File: config.mk
export PLATFORM = sky130hd
export DESIGN_NAME = spike_aer_encoder_flat
export DESIGN_NICKNAME = d
export VERILOG_FILES = /design/src/rtl/spike_aer_encoder_pkg.sv /design/src/rtl/spike_aer_encoder_if.sv /design/src/rtl/spike_aer_encoder_aer_fifo.sv /design/src/rtl/spike_aer_encoder.sv /design/src/flat_wrapper.sv
export SDC_FILE = /design/constraint.sdc
export NUM_CORES = 1
export LEC_CHECK = 0
export BUFFER_PORTS_ARGS = -buffer_cell sky130_fd_sc_hd__buf_2
export CORE_ASPECT_RATIO = 0.6
export CORE_UTILIZATION = 60
export CTS_CLUSTER_DIAMETER = 30
export DETAILED_ROUTE_END_ITERATION = 8
export GPL_TIMING_DRIVEN = 0
export PLACE_DENSITY = 0.87
export SYNTH_ARGS = -nofsm -noshare
export SYNTH_HDL_FRONTEND = slang
export SYNTH_SLANG_ARGS = --single-unit
File: constraint.sdc
create_clock -name clk -period 14.8 [get_ports clk]
set_input_delay 3.7 -clock clk [delete_from_list [all_inputs] [get_ports clk]]
set_output_delay 3.7 -clock clk [all_outputs]
set_load 0.01 [all_outputs]
File: src/rtl/spike_aer_encoder_pkg.sv
// Shared constants, the address-event record and a popcount helper for the
// spike-to-AER encoder.
package spike_aer_encoder_pkg;

  localparam int N_NEURONS  = 8;                     // spike input lines
  localparam int ADDR_W     = $clog2(N_NEURONS);     // neuron index width
  localparam int TS_W       = 8;                     // wrapping timestamp width
  localparam int FIFO_DEPTH = 4;                     // event FIFO entries (power of two)
  localparam int DROP_W     = 8;                     // saturating drop counter width
  localparam int CNT_W      = $clog2(N_NEURONS + 1); // holds 0..N_NEURONS

  // One address event: which neuron fired and when it was serialised.
  typedef struct packed {
    logic [ADDR_W-1:0] addr;
    logic [TS_W-1:0]   ts;
  } aer_event_t;

  // Number of set bits in a spike-wide vector.
  function automatic logic [CNT_W-1:0] count_ones(input logic [N_NEURONS-1:0] v);
    count_ones = '0;
    for (int i = 0; i < N_NEURONS; i++) begin
      count_ones = count_ones + CNT_W'(v[i]);
    end
  endfunction

endpackage

File: src/rtl/spike_aer_encoder_if.sv
// Address-event output bus: valid/ready handshake carrying one event
// (neuron index + timestamp).
//   master: drives ev_valid, ev_addr, ev_ts; samples ev_ready
//   slave : samples ev_valid, ev_addr, ev_ts; drives ev_ready
interface spike_aer_encoder_if
  import spike_aer_encoder_pkg::*;
();

  logic              ev_valid;
  logic              ev_ready;
  logic [ADDR_W-1:0] ev_addr;
  logic [TS_W-1:0]   ev_ts;

  modport master (output ev_valid, ev_addr, ev_ts, input ev_ready);
  modport slave  (input ev_valid, ev_addr, ev_ts, output ev_ready);

endinterface

File: src/rtl/spike_aer_encoder_aer_fifo.sv
// Synchronous show-ahead FIFO of address events.
//   clk, rst_n : clock, asynchronous active-low reset (flushes contents)
//   push_i     : write wr_data_i (ignored when full)
//   wr_data_i  : event to store
//   pop_i      : drop the head entry (ignored when empty)
//   rd_data_o  : head entry while non-empty; last popped entry while empty
//   full_o     : no free entry
//   empty_o    : no stored entry
module aer_fifo
  import spike_aer_encoder_pkg::*;
#(
  parameter int DEPTH = FIFO_DEPTH
) (
  input  logic       clk,
  input  logic       rst_n,
  input  logic       push_i,
  input  aer_event_t wr_data_i,
  input  logic       pop_i,
  output aer_event_t rd_data_o,
  output logic       full_o,
  output logic       empty_o
);

  localparam int PTR_W = $clog2(DEPTH);

  // Pointers carry one extra wrap bit so full and empty are distinguishable.
  logic [PTR_W:0] wr_ptr_q, wr_ptr_d;
  logic [PTR_W:0] rd_ptr_q, rd_ptr_d;
  aer_event_t     last_q, last_d;
  aer_event_t     mem_q [DEPTH];

  logic do_push;
  logic do_pop;

  assign empty_o = (wr_ptr_q == rd_ptr_q);
  assign full_o  = (wr_ptr_q[PTR_W] != rd_ptr_q[PTR_W]) &&
                   (wr_ptr_q[PTR_W-1:0] == rd_ptr_q[PTR_W-1:0]);

  assign do_push = push_i && !full_o;
  assign do_pop  = pop_i && !empty_o;

  assign wr_ptr_d = do_push ? wr_ptr_q + 1'b1 : wr_ptr_q;
  assign rd_ptr_d = do_pop  ? rd_ptr_q + 1'b1 : rd_ptr_q;
  assign last_d   = do_pop  ? mem_q[rd_ptr_q[PTR_W-1:0]] : last_q;

  // While empty the output keeps showing the most recently consumed event.
  assign rd_data_o = empty_o ? last_q : mem_q[rd_ptr_q[PTR_W-1:0]];

  // NOTE: sequential state uses non-blocking (<=) so every register samples
  // pre-edge values; blocking here would create order-dependent races.
  always_ff @(posedge clk or negedge rst_n) begin
    if (!rst_n) begin
      wr_ptr_q <= '0;
      rd_ptr_q <= '0;
      last_q   <= '0;
    end else begin
      wr_ptr_q <= wr_ptr_d;
      rd_ptr_q <= rd_ptr_d;
      last_q   <= last_d;
    end
  end

  // NOTE: storage is deliberately not reset; resetting the pointers already
  // makes every entry invalid, and an unreset array maps onto plain RAM/flops.
  always_ff @(posedge clk) begin
    if (do_push) begin
      mem_q[wr_ptr_q[PTR_W-1:0]] <= wr_data_i;
    end
  end

endmodule

File: src/rtl/spike_aer_encoder.sv
// Spike-to-AER encoder: latches per-neuron spike pulses, serialises them with
// a round-robin arbiter into {neuron index, timestamp} events and queues them
// in a small FIFO behind a valid/ready port.
//   clk      : clock
//   rst_n    : asynchronous active-low reset
//   ena      : accept spikes and advance the timestamp
//   spike_in : level-sampled spike lines, one per neuron
//   drop_cnt : saturating count of spikes lost to an already-pending neuron
//   ev       : event output bus (master side)
module spike_aer_encoder
  import spike_aer_encoder_pkg::*;
(
  input  logic                      clk,
  input  logic                      rst_n,
  input  logic                      ena,
  input  logic [N_NEURONS-1:0]      spike_in,
  output logic [DROP_W-1:0]         drop_cnt,
  spike_aer_encoder_if.master       ev
);

  localparam int                SUM_W    = DROP_W + CNT_W;
  localparam logic [DROP_W-1:0] DROP_MAX = {DROP_W{1'b1}};

  logic [N_NEURONS-1:0] pending_q, pending_d;
  logic [TS_W-1:0]      ts_q, ts_d;
  logic [ADDR_W-1:0]    rr_ptr_q, rr_ptr_d;
  logic [DROP_W-1:0]    drop_q, drop_d;

  logic                 grant_vld;
  logic [ADDR_W-1:0]    grant_idx;
  logic [ADDR_W-1:0]    cand;
  logic [N_NEURONS-1:0] grant_oh;
  logic [N_NEURONS-1:0] drop_hits;
  logic [SUM_W-1:0]     drop_sum;

  logic       fifo_full;
  logic       fifo_empty;
  aer_event_t fifo_wr;
  aer_event_t fifo_rd;

  // Round-robin search: first pending bit at or after rr_ptr, wrapping.
  // Granting is suppressed while the FIFO is full, even if it pops this cycle.
  // NOTE: every combinational output gets a default before any branch so no
  // path leaves it unassigned, which would otherwise infer a latch.
  always_comb begin
    grant_vld = 1'b0;
    grant_idx = '0;
    cand      = '0;
    grant_oh  = '0;
    if (!fifo_full) begin
      for (int k = 0; k < N_NEURONS; k++) begin
        cand = ADDR_W'((int'(rr_ptr_q) + k) % N_NEURONS);
        if (!grant_vld && pending_q[cand]) begin
          grant_vld = 1'b1;
          grant_idx = cand;
        end
      end
    end
    if (grant_vld) begin
      grant_oh = N_NEURONS'(1) << grant_idx;
    end
  end

  // Next-state for pending bits, timestamp, pointer and drop counter.
  always_comb begin
    // A spike on the neuron being granted re-arms it rather than being lost.
    pending_d = (pending_q & ~grant_oh) | (ena ? spike_in : '0);
    ts_d      = ena ? ts_q + 1'b1 : ts_q;
    rr_ptr_d  = grant_vld ? ADDR_W'((int'(grant_idx) + 1) % N_NEURONS) : rr_ptr_q;

    // A spike on a neuron that is still waiting has nowhere to go.
    drop_hits = ena ? (spike_in & pending_q & ~grant_oh) : '0;
    drop_sum  = SUM_W'(drop_q) + SUM_W'(count_ones(drop_hits));
    drop_d    = (drop_sum > SUM_W'(DROP_MAX)) ? DROP_MAX : drop_sum[DROP_W-1:0];
  end

  always_ff @(posedge clk or negedge rst_n) begin
    if (!rst_n) begin
      pending_q <= '0;
      ts_q      <= '0;
      rr_ptr_q  <= '0;
      drop_q    <= '0;
    end else begin
      pending_q <= pending_d;
      ts_q      <= ts_d;
      rr_ptr_q  <= rr_ptr_d;
      drop_q    <= drop_d;
    end
  end

  assign fifo_wr = '{addr: grant_idx, ts: ts_q};

  aer_fifo #(
    .DEPTH(FIFO_DEPTH)
  ) u_fifo (
    .clk       (clk),
    .rst_n     (rst_n),
    .push_i    (grant_vld),
    .wr_data_i (fifo_wr),
    .pop_i     (ev.ev_ready),
    .rd_data_o (fifo_rd),
    .full_o    (fifo_full),
    .empty_o   (fifo_empty)
  );

  assign ev.ev_valid = !fifo_empty;
  assign ev.ev_addr  = fifo_rd.addr;
  assign ev.ev_ts    = fifo_rd.ts;
  assign drop_cnt    = drop_q;

endmodule

File: src/flat_wrapper.sv
// flat-port wrapper written by rule: the top's interface ports become plain ports
module spike_aer_encoder_flat import spike_aer_encoder_pkg::*;
  (clk, rst_n, ena, spike_in, drop_cnt, ev_ev_valid, ev_ev_addr, ev_ev_ts, ev_ev_ready);
  spike_aer_encoder_if ev_i ();
  input  logic clk;
  input  logic rst_n;
  input  logic ena;
  input  logic [N_NEURONS-1:0] spike_in;
  output logic [DROP_W-1:0] drop_cnt;
  output wire logic [$bits(ev_i.ev_valid)-1:0] ev_ev_valid;
  output wire logic [$bits(ev_i.ev_addr)-1:0] ev_ev_addr;
  output wire logic [$bits(ev_i.ev_ts)-1:0] ev_ev_ts;
  input wire logic [$bits(ev_i.ev_ready)-1:0] ev_ev_ready;
  assign ev_ev_valid = ev_i.ev_valid;
  assign ev_ev_addr = ev_i.ev_addr;
  assign ev_ev_ts = ev_i.ev_ts;
  assign ev_i.ev_ready = ev_ev_ready;
  spike_aer_encoder u_core (.clk(clk), .rst_n(rst_n), .ena(ena), .spike_in(spike_in), .drop_cnt(drop_cnt), .ev(ev_i));
endmodule
==> Word level (Yosys, flattened, before mapping) <==
Memory sizes are Yosys's and may differ from the RTL's.
Cells that the tools add are included.
W data, S select, Z words.
{ "totals": {"regBits": 44, "ramBits": 44, "inputBits": 12, "out_inout_bits": 20, "word_cells": 113, "mem_count": 1} }
{ "classes": {"addsub": 19, "magnitude_cmp": 9, "n_eq_ne": 3, "n_shift": 1, "muxes": 48, "bitwise": 5, "n_reduce_logical": 19} }
{ "mem_list": {"columns": ["name", "words", "word_bits", "read_ports", "rd_ports_with_merged_regs", "wr", "line_no", "text"], "rows": [
  ["u_core.u_fifo.mem_q", 4, 11, 1, 0, 1, "spike_aer_encoder_aer_fifo.sv:30", "aer_event_t mem_q [DEPTH];"]
]} }
{ "ops": {"columns": ["cell", "n"], "rows": [
  ["$lt A3 B4 Y1 const B", 8],
  ["$mux W8", 4],
  ["$mux W3", 9],
  ["$mux W1", 26],
  ["$add A4 B1 Y4", 6],
  ["$and A8 B8 Y8", 3],
  ["$bmux W1 S3", 8],
  ["$add A3 B1 Y3 const B", 4],
  ["$add A3 B3 Y3 const B", 4],
  ["$gt A12 B8 Y1 const B", 1],
  ["$mux W11", 1],
  ["$logic_and A1 B1 Y1", 10],
  ["$add A8 B4 Y9", 1],
  ["$logic_not A1 Y1", 9],
  ["$add A8 B1 Y8 const B", 1],
  ["$not A8 Y8", 1],
  ["$or A8 B8 Y8", 1],
  ["$shl A1 B3 Y8 const A", 1],
  ["$add A3 B2 Y3 const B", 2],
  ["$eq A3 B3 Y1", 1],
  ["$add A1 B1 Y2", 1],
  ["$eq A2 B2 Y1", 1],
  ["$ne A1 B1 Y1", 1]
]} }

==> Depth between registers and ports, before layout <==
{ "depth": {"depth_word": 47, "depth_mapped": 32, "depth_no_buf": 28} }

==> Cells and area by module <==
A second synthesis with hierarchy kept.
{ "unflattened": {"cells_unflattened": 395, "hier_area_um2": 5148.7} }
{ "by_module_without_submodules": {"columns": ["module", "instances", "cells_each", "area_each_um2", "seq_area_each_um2"], "rows": [
  ["spike_aer_encoder", 1, 266, 2605.0, 675.6],
  ["aer_fifo", 1, 129, 2543.7, 1746.7]
]} }

==> Least setup slack after synthesis <==
Ideal clock, no wire load.
{ "synth_timing": {"kind": "input -> register", "start": "input ena", "end": "register u_core.drop_q[5], in the netlist u_core.drop_cnt[5]", "setup_ns": 0.124, "t_arrival_ns": 7.798, "required_ns": 14.676, "setup_slack_ns": 6.878, "path_stages": 18, "n_path_buf": 2, "cell_sequence": "clkbuf_1 -> clkbuf_1 -> nand2_1 -> nor3_1 -> ha_1 -> inv_1 -> fa_1 -> fa_1 -> fa_1 -> fa_1 -> inv_1 -> ha_1 -> a21o_1 -> a21oi_1 -> nor2b_1 -> o21ai_0 -> xor2_1 -> nand2_1"} }
{ "synth_between": {"elab_chain_len": 11} }
{ "synth_rtl": {"columns": ["item", "line_no", "text"], "rows": [
  ["start, declared", "flat_wrapper.sv:7", "input logic ena;"],
  ["$mux W8 *", "spike_aer_encoder.sv:72", "drop_hits = ena ? (spike_in & pending_q & ~grant_oh) : '0;"],
  ["$add A1 B1 Y2", "spike_aer_encoder_pkg.sv:22", "count_ones = count_ones + CNT_W'(v[i]);"],
  ["$add A4 B1 Y4 (5 in series)", "spike_aer_encoder_pkg.sv:22", null],
  ["$add A4 B1 Y4 *", "spike_aer_encoder_pkg.sv:22", null],
  ["$add A8 B4 Y9 *", "spike_aer_encoder.sv:73", "drop_sum = SUM_W'(drop_q) + SUM_W'(count_ones(drop_hits));"],
  ["$gt A12 B8 Y1", "spike_aer_encoder.sv:74", "drop_d = (drop_sum > SUM_W'(DROP_MAX)) ? DROP_MAX : drop_sum[DROP_W-1:0];"],
  ["$mux W8 *", "spike_aer_encoder.sv:74", null],
  ["named net u_core.drop_d[5]", "spike_aer_encoder.sv:27", "logic [DROP_W-1:0] drop_q, drop_d;"],
  ["end signal, assigned", "spike_aer_encoder.sv:87", "drop_q <= drop_d;"],
  ["end, declared", "spike_aer_encoder.sv:27", null]
]} }
The timed path passes the listed nets; every way through them passes the cells marked *.
A chain may end at the register's enable or synchronous reset.

==> Worst setup path after layout <==
{ "layout_timing": {"start": "register u_core.rr_ptr_q[1]", "end": "register u_core.drop_q[5], in the netlist u_core.drop_cnt[5]"} }
{ "layout_between": {"elab_chain_len": 47, "elab_cells_between_ends": 77, "classes_between": "add/sub: 15; order compare: 1; shift: 1; mux: 44; bitwise: 2; reduce/logical: 14"} }
{ "layout_rtl": {"columns": ["item", "line_no", "text"], "rows": [
  ["start, declared", "spike_aer_encoder.sv:26", "logic [ADDR_W-1:0] rr_ptr_q, rr_ptr_d;"],
  ["start signal, assigned", "spike_aer_encoder.sv:86", "rr_ptr_q <= rr_ptr_d;"],
  ["parallel branches: the longest is 30 deep, another holds $add A3 B1 Y3", null, null],
  ["$mux W3 *", "spike_aer_encoder.sv:53", "if (!grant_vld && pending_q[cand]) begin"],
  ["$mux W3 *", "spike_aer_encoder.sv:50", "if (!fifo_full) begin"],
  ["named net u_core.grant_idx[1]", "spike_aer_encoder.sv:30", "logic [ADDR_W-1:0] grant_idx;"],
  ["$shl A1 B3 Y8 *", "spike_aer_encoder.sv:60", "grant_oh = N_NEURONS'(1) << grant_idx;"],
  ["$mux W8 *", "spike_aer_encoder.sv:59", "if (grant_vld) begin"],
  ["$not A8 Y8 *", "spike_aer_encoder.sv:72", null],
  ["$and A8 B8 Y8 *", "spike_aer_encoder.sv:72", null],
  ["$mux W8 *", "spike_aer_encoder.sv:72", null],
  ["$add A1 B1 Y2", "spike_aer_encoder_pkg.sv:22", null],
  ["$add A4 B1 Y4 (5 in series)", "spike_aer_encoder_pkg.sv:22", null],
  ["$add A4 B1 Y4 *", "spike_aer_encoder_pkg.sv:22", null],
  ["$add A8 B4 Y9 *", "spike_aer_encoder.sv:73", null],
  ["$gt A12 B8 Y1", "spike_aer_encoder.sv:74", null],
  ["$mux W8 *", "spike_aer_encoder.sv:74", null],
  ["named net u_core.drop_d[5]", "spike_aer_encoder.sv:27", null]
]} }
Mark *: on every way through the listed nets, which the timed path passes. The select of a mux whose other input is x is not followed.

==> summary.txt <==
Floorplanning
  • Chip Width: about 120 um
  • I/O pin count: 32
  • Die area: 0.00886 mm^2
  • Die H: between 70 and 80 um
  • # rows: 25
  • Initial Util: 0.633
  • CORE AREA: approximately 0.008 mm^2

Finish
  • Antenna cells: 0
  • Commonest cells after routing, fill and taps aside: dfrtp_1, edfxtp_1, buf_2, nand2_1, mux2_2
  • Area growth syn-to-layout: 12.3%
  • Share of cells above drive strength 1: 0.269
  • Nets: 473

Clock tree
  • Clk_lat worst skew: 0.34 ns
  • CTS clk-pin slew, worst paths: 0.06 ns
  • Root Buffer: clkbuf_16
  • Clock buffer depth: 2
  • # H-tree levels: 3
  • TritonCTS Buffers: 9
  • Hold-fix buffers at CTS: 0
  • CTS tree: built
  • Clk sink count: just under 90
  • Post-CTS setup buffer count: 0
  • Post_cts resized: 0

Routing
  • Via Count: between 3,000 and 4,000
  • Initial DRC Count: 452
  • DRC viols: 0
  • Antenna-violating nets left: 0
  • WL/cell: 20.6 um
  • Routed WL: 11,300 um
  • Drt pass-1 iters: 5
  • Vias per cell: 6.34

Synth
  • Synth warnings: 0
  • Top-area cell type share of the netlist area: 0.260
  • Top post-synthesis cells by area: edfxtp_1, dfrtp_1, mux4_2
  • Synth Cell Area: 0.00509 mm^2
  • Largest family of logic cells by synthesized area: multiplexers
  • XOR/XNOR share of the synthesized area: 0.0344
  • Gate count of the mapped netlist: just under 400
  • Syn Area/Cell: 12.8 um^2
  • FFs w/ async S/R, synth: 0.500
  • Synth area leader: edfxtp_1
  • Post-Synth Adder-Cell Area: 0.0664
  • Seq/Total Area, Yosys: 0.476
  • Post-synthesis simple-gate area fraction: 0.105
  • Register bit count reported by yosys: 88
  • Cell variety after synth: 57
  • Post-synthesis mux area share: 0.202
  • Post-Syn Nets: 432
  • Number of synthesized flops with an enable pin: 44
  • Compound-Gate Fraction of Synth Area: 0.0812
  • Ys flop type: edfxtp_1

Critical path
  • Worst EP required: ~15 ns
  • CP Capture Type: register
  • Worst endpoint data arrival time: around 8.3 ns
  • CP Max Fanout: 10
  • R2R Setup Slk: 6.68 ns
  • Startpoint types: register
  • CP peak stage delay: about 0.56 ns
  • Slowest CP cell: fa_1
  • WS Path Type: register to register

Timing
  • Fin. Hold Viols: 0
  • Final setup fails: 0
  • Clock skew: 0.00437 ns
  • Tmin final: 8.12 ns
  • Slew HR: 0.330
  • Tcrit/Tclk final: 0.548
  • Tightest Pin Transition: between 1 and 1.5 ns
  • Max-slew violations: 0
  • RSZ-0062 raised after global routing: false
  • Fmax: around 120 MHz
  • Setup TNS: 0 ns

Min path
  • Hold Crit Class: register to register

Global routing
  • First-pass GRT wire length: about 18,000 um
  • Total GRT Usage: 0.283
  • Largest net degree at the start of global routing: 45
  • Grt total ovfl: 0
  • Vias in the first global route: between 3,000 and 4,000
  • Initial antenna violation count: 0

Run
  • MaxCap Viol Count: 0

Placed design
  • Post-DP HPWL: 8050 um
  • Final Wtd Congestion: 0.988
  • PortBufs: 30

Run status
  • Outcome: complete, no violations
==> cell families after synthesis <==
kind of cell | after synthesis
simple gates | 104
flops | 88
mux | 68
compound gates | 52
buf+inv | 40
fa+ha+maj | 24
xor+xnor | 20
==> synthesized netlist by cell type, drive strengths merged (2+ instances only) <==
library cell	n
o41ai	2
a41oi	2
or2	4
xor2	8
dfrtp	44
nor3	9
nor2	14
a21oi	8
nand2b	4
a31oi	4
a211oi	4
xnor2	12
a21o	2
buf	15
edfxtp	44
ha	19
nand2	32
nor4	3
nand3	7
nand4	6
fa	5
nor2b	8
and2	6
o21ai	14
and3	5
mux2i	13
clkbuf	5
or3	4
inv	20
mux4	24
mux2	31
a22o	3
==> worst paths after layout <==
path                                                       startpoint                                    end  cells past startpoint
worst max-delay path                   u_core.rr_ptr_q[1]$_DFFE_PN0P_           u_core.drop_cnt[5]$_DFF_PN0_                     31
worst min-delay path            u_core.u_fifo.wr_ptr_q[2]$_DFFE_PN0P_  u_core.u_fifo.wr_ptr_q[2]$_DFFE_PN0P_                      1
worst max register to register         u_core.rr_ptr_q[1]$_DFFE_PN0P_           u_core.drop_cnt[5]$_DFF_PN0_                     31
worst min register to register  u_core.u_fifo.wr_ptr_q[2]$_DFFE_PN0P_  u_core.u_fifo.wr_ptr_q[2]$_DFFE_PN0P_                      1
max in group asynchronous                                       rst_n             u_core.ts_q[7]$_DFFE_PN0P_                      1
min in group asynchronous                                       rst_n   u_core.u_fifo.last_q[10]$_DFFE_PN0P_                      1
==> cell type report <==
| type | instances | area, um^2 |
|---|---|---|
| Clock inverter | 4 | 73.8 |
| Clock buffer | 12 | 268 |
| Tap cell | 108 | 135 |
| Multi-Input combinational cell | 268 | 2490 |
| Buffer | 20 | 103 |
| Inverter | 20 | 75.1 |
| Fill cell | 520 | 2330 |
| Sequential cell | 88 | 2420 |
| Timing Repair Buffer | 30 | 150 |
==> routing by layer <==
| metal | part of all wire | global-route usage | up-vias |
|---|---|---|---|
| li1 | - | - | 1559 |
| met1 | 0.45 | 0.397 | 1712 |
| met2 | 0.44 | 0.425 | 196 |
| met3 | 0.094 | 0.102 | 21 |
| met4 | 0.012 | 0.0741 | 0 |
| met5 | 0 | 0 | - |
==> metrics by stage <==
stage / util / instances / hold WS (ns) / setup slack (ns) / area (um^2)
after floorplan: - / 396 / 0.462 / 6.88 / 5090
final: 0.711 / 550 / 0.496 / 6.68 / 5710
after detailed placement: 0.668 / 534 / 0.484 / 6.34 / 5370
after global placement: 0.668 / 534 / 0.478 / 6.54 / 5370
after CTS: 0.711 / 550 / 0.499 / 6.71 / 5710
after global routing: 0.711 / 550 / 0.521 / 6.18 / 5710
==> critical path, delay by kind of cell, from the launching register on <==
kind,cells,cell delay [ns]
flip-flops,1,0.34
buffers and inverters,8,1.35
multiplexers,1,0.27
AO/OA/AOI/OAI,8,2.01
XOR/XNOR,1,0.19
AND/OR/NAND/NOR,5,0.79
adder cells (fa/ha/maj),8,3.03
==> sequential cells by signal, indices dropped and copies added (netlist names) <==
name / count
u_core.pending_q: 8
u_core.u_fifo.last_q: 11
u_core.u_fifo.mem_q: 44
u_core.u_fifo.rd_ptr_q: 3
u_core.ts_q: 8
u_core.rr_ptr_q: 3
u_core.drop_cnt: 8
u_core.u_fifo.wr_ptr_q: 3
Power is not shown: default switching activity piles up to over one toggle a cycle in this logic, so the estimate is an artifact.
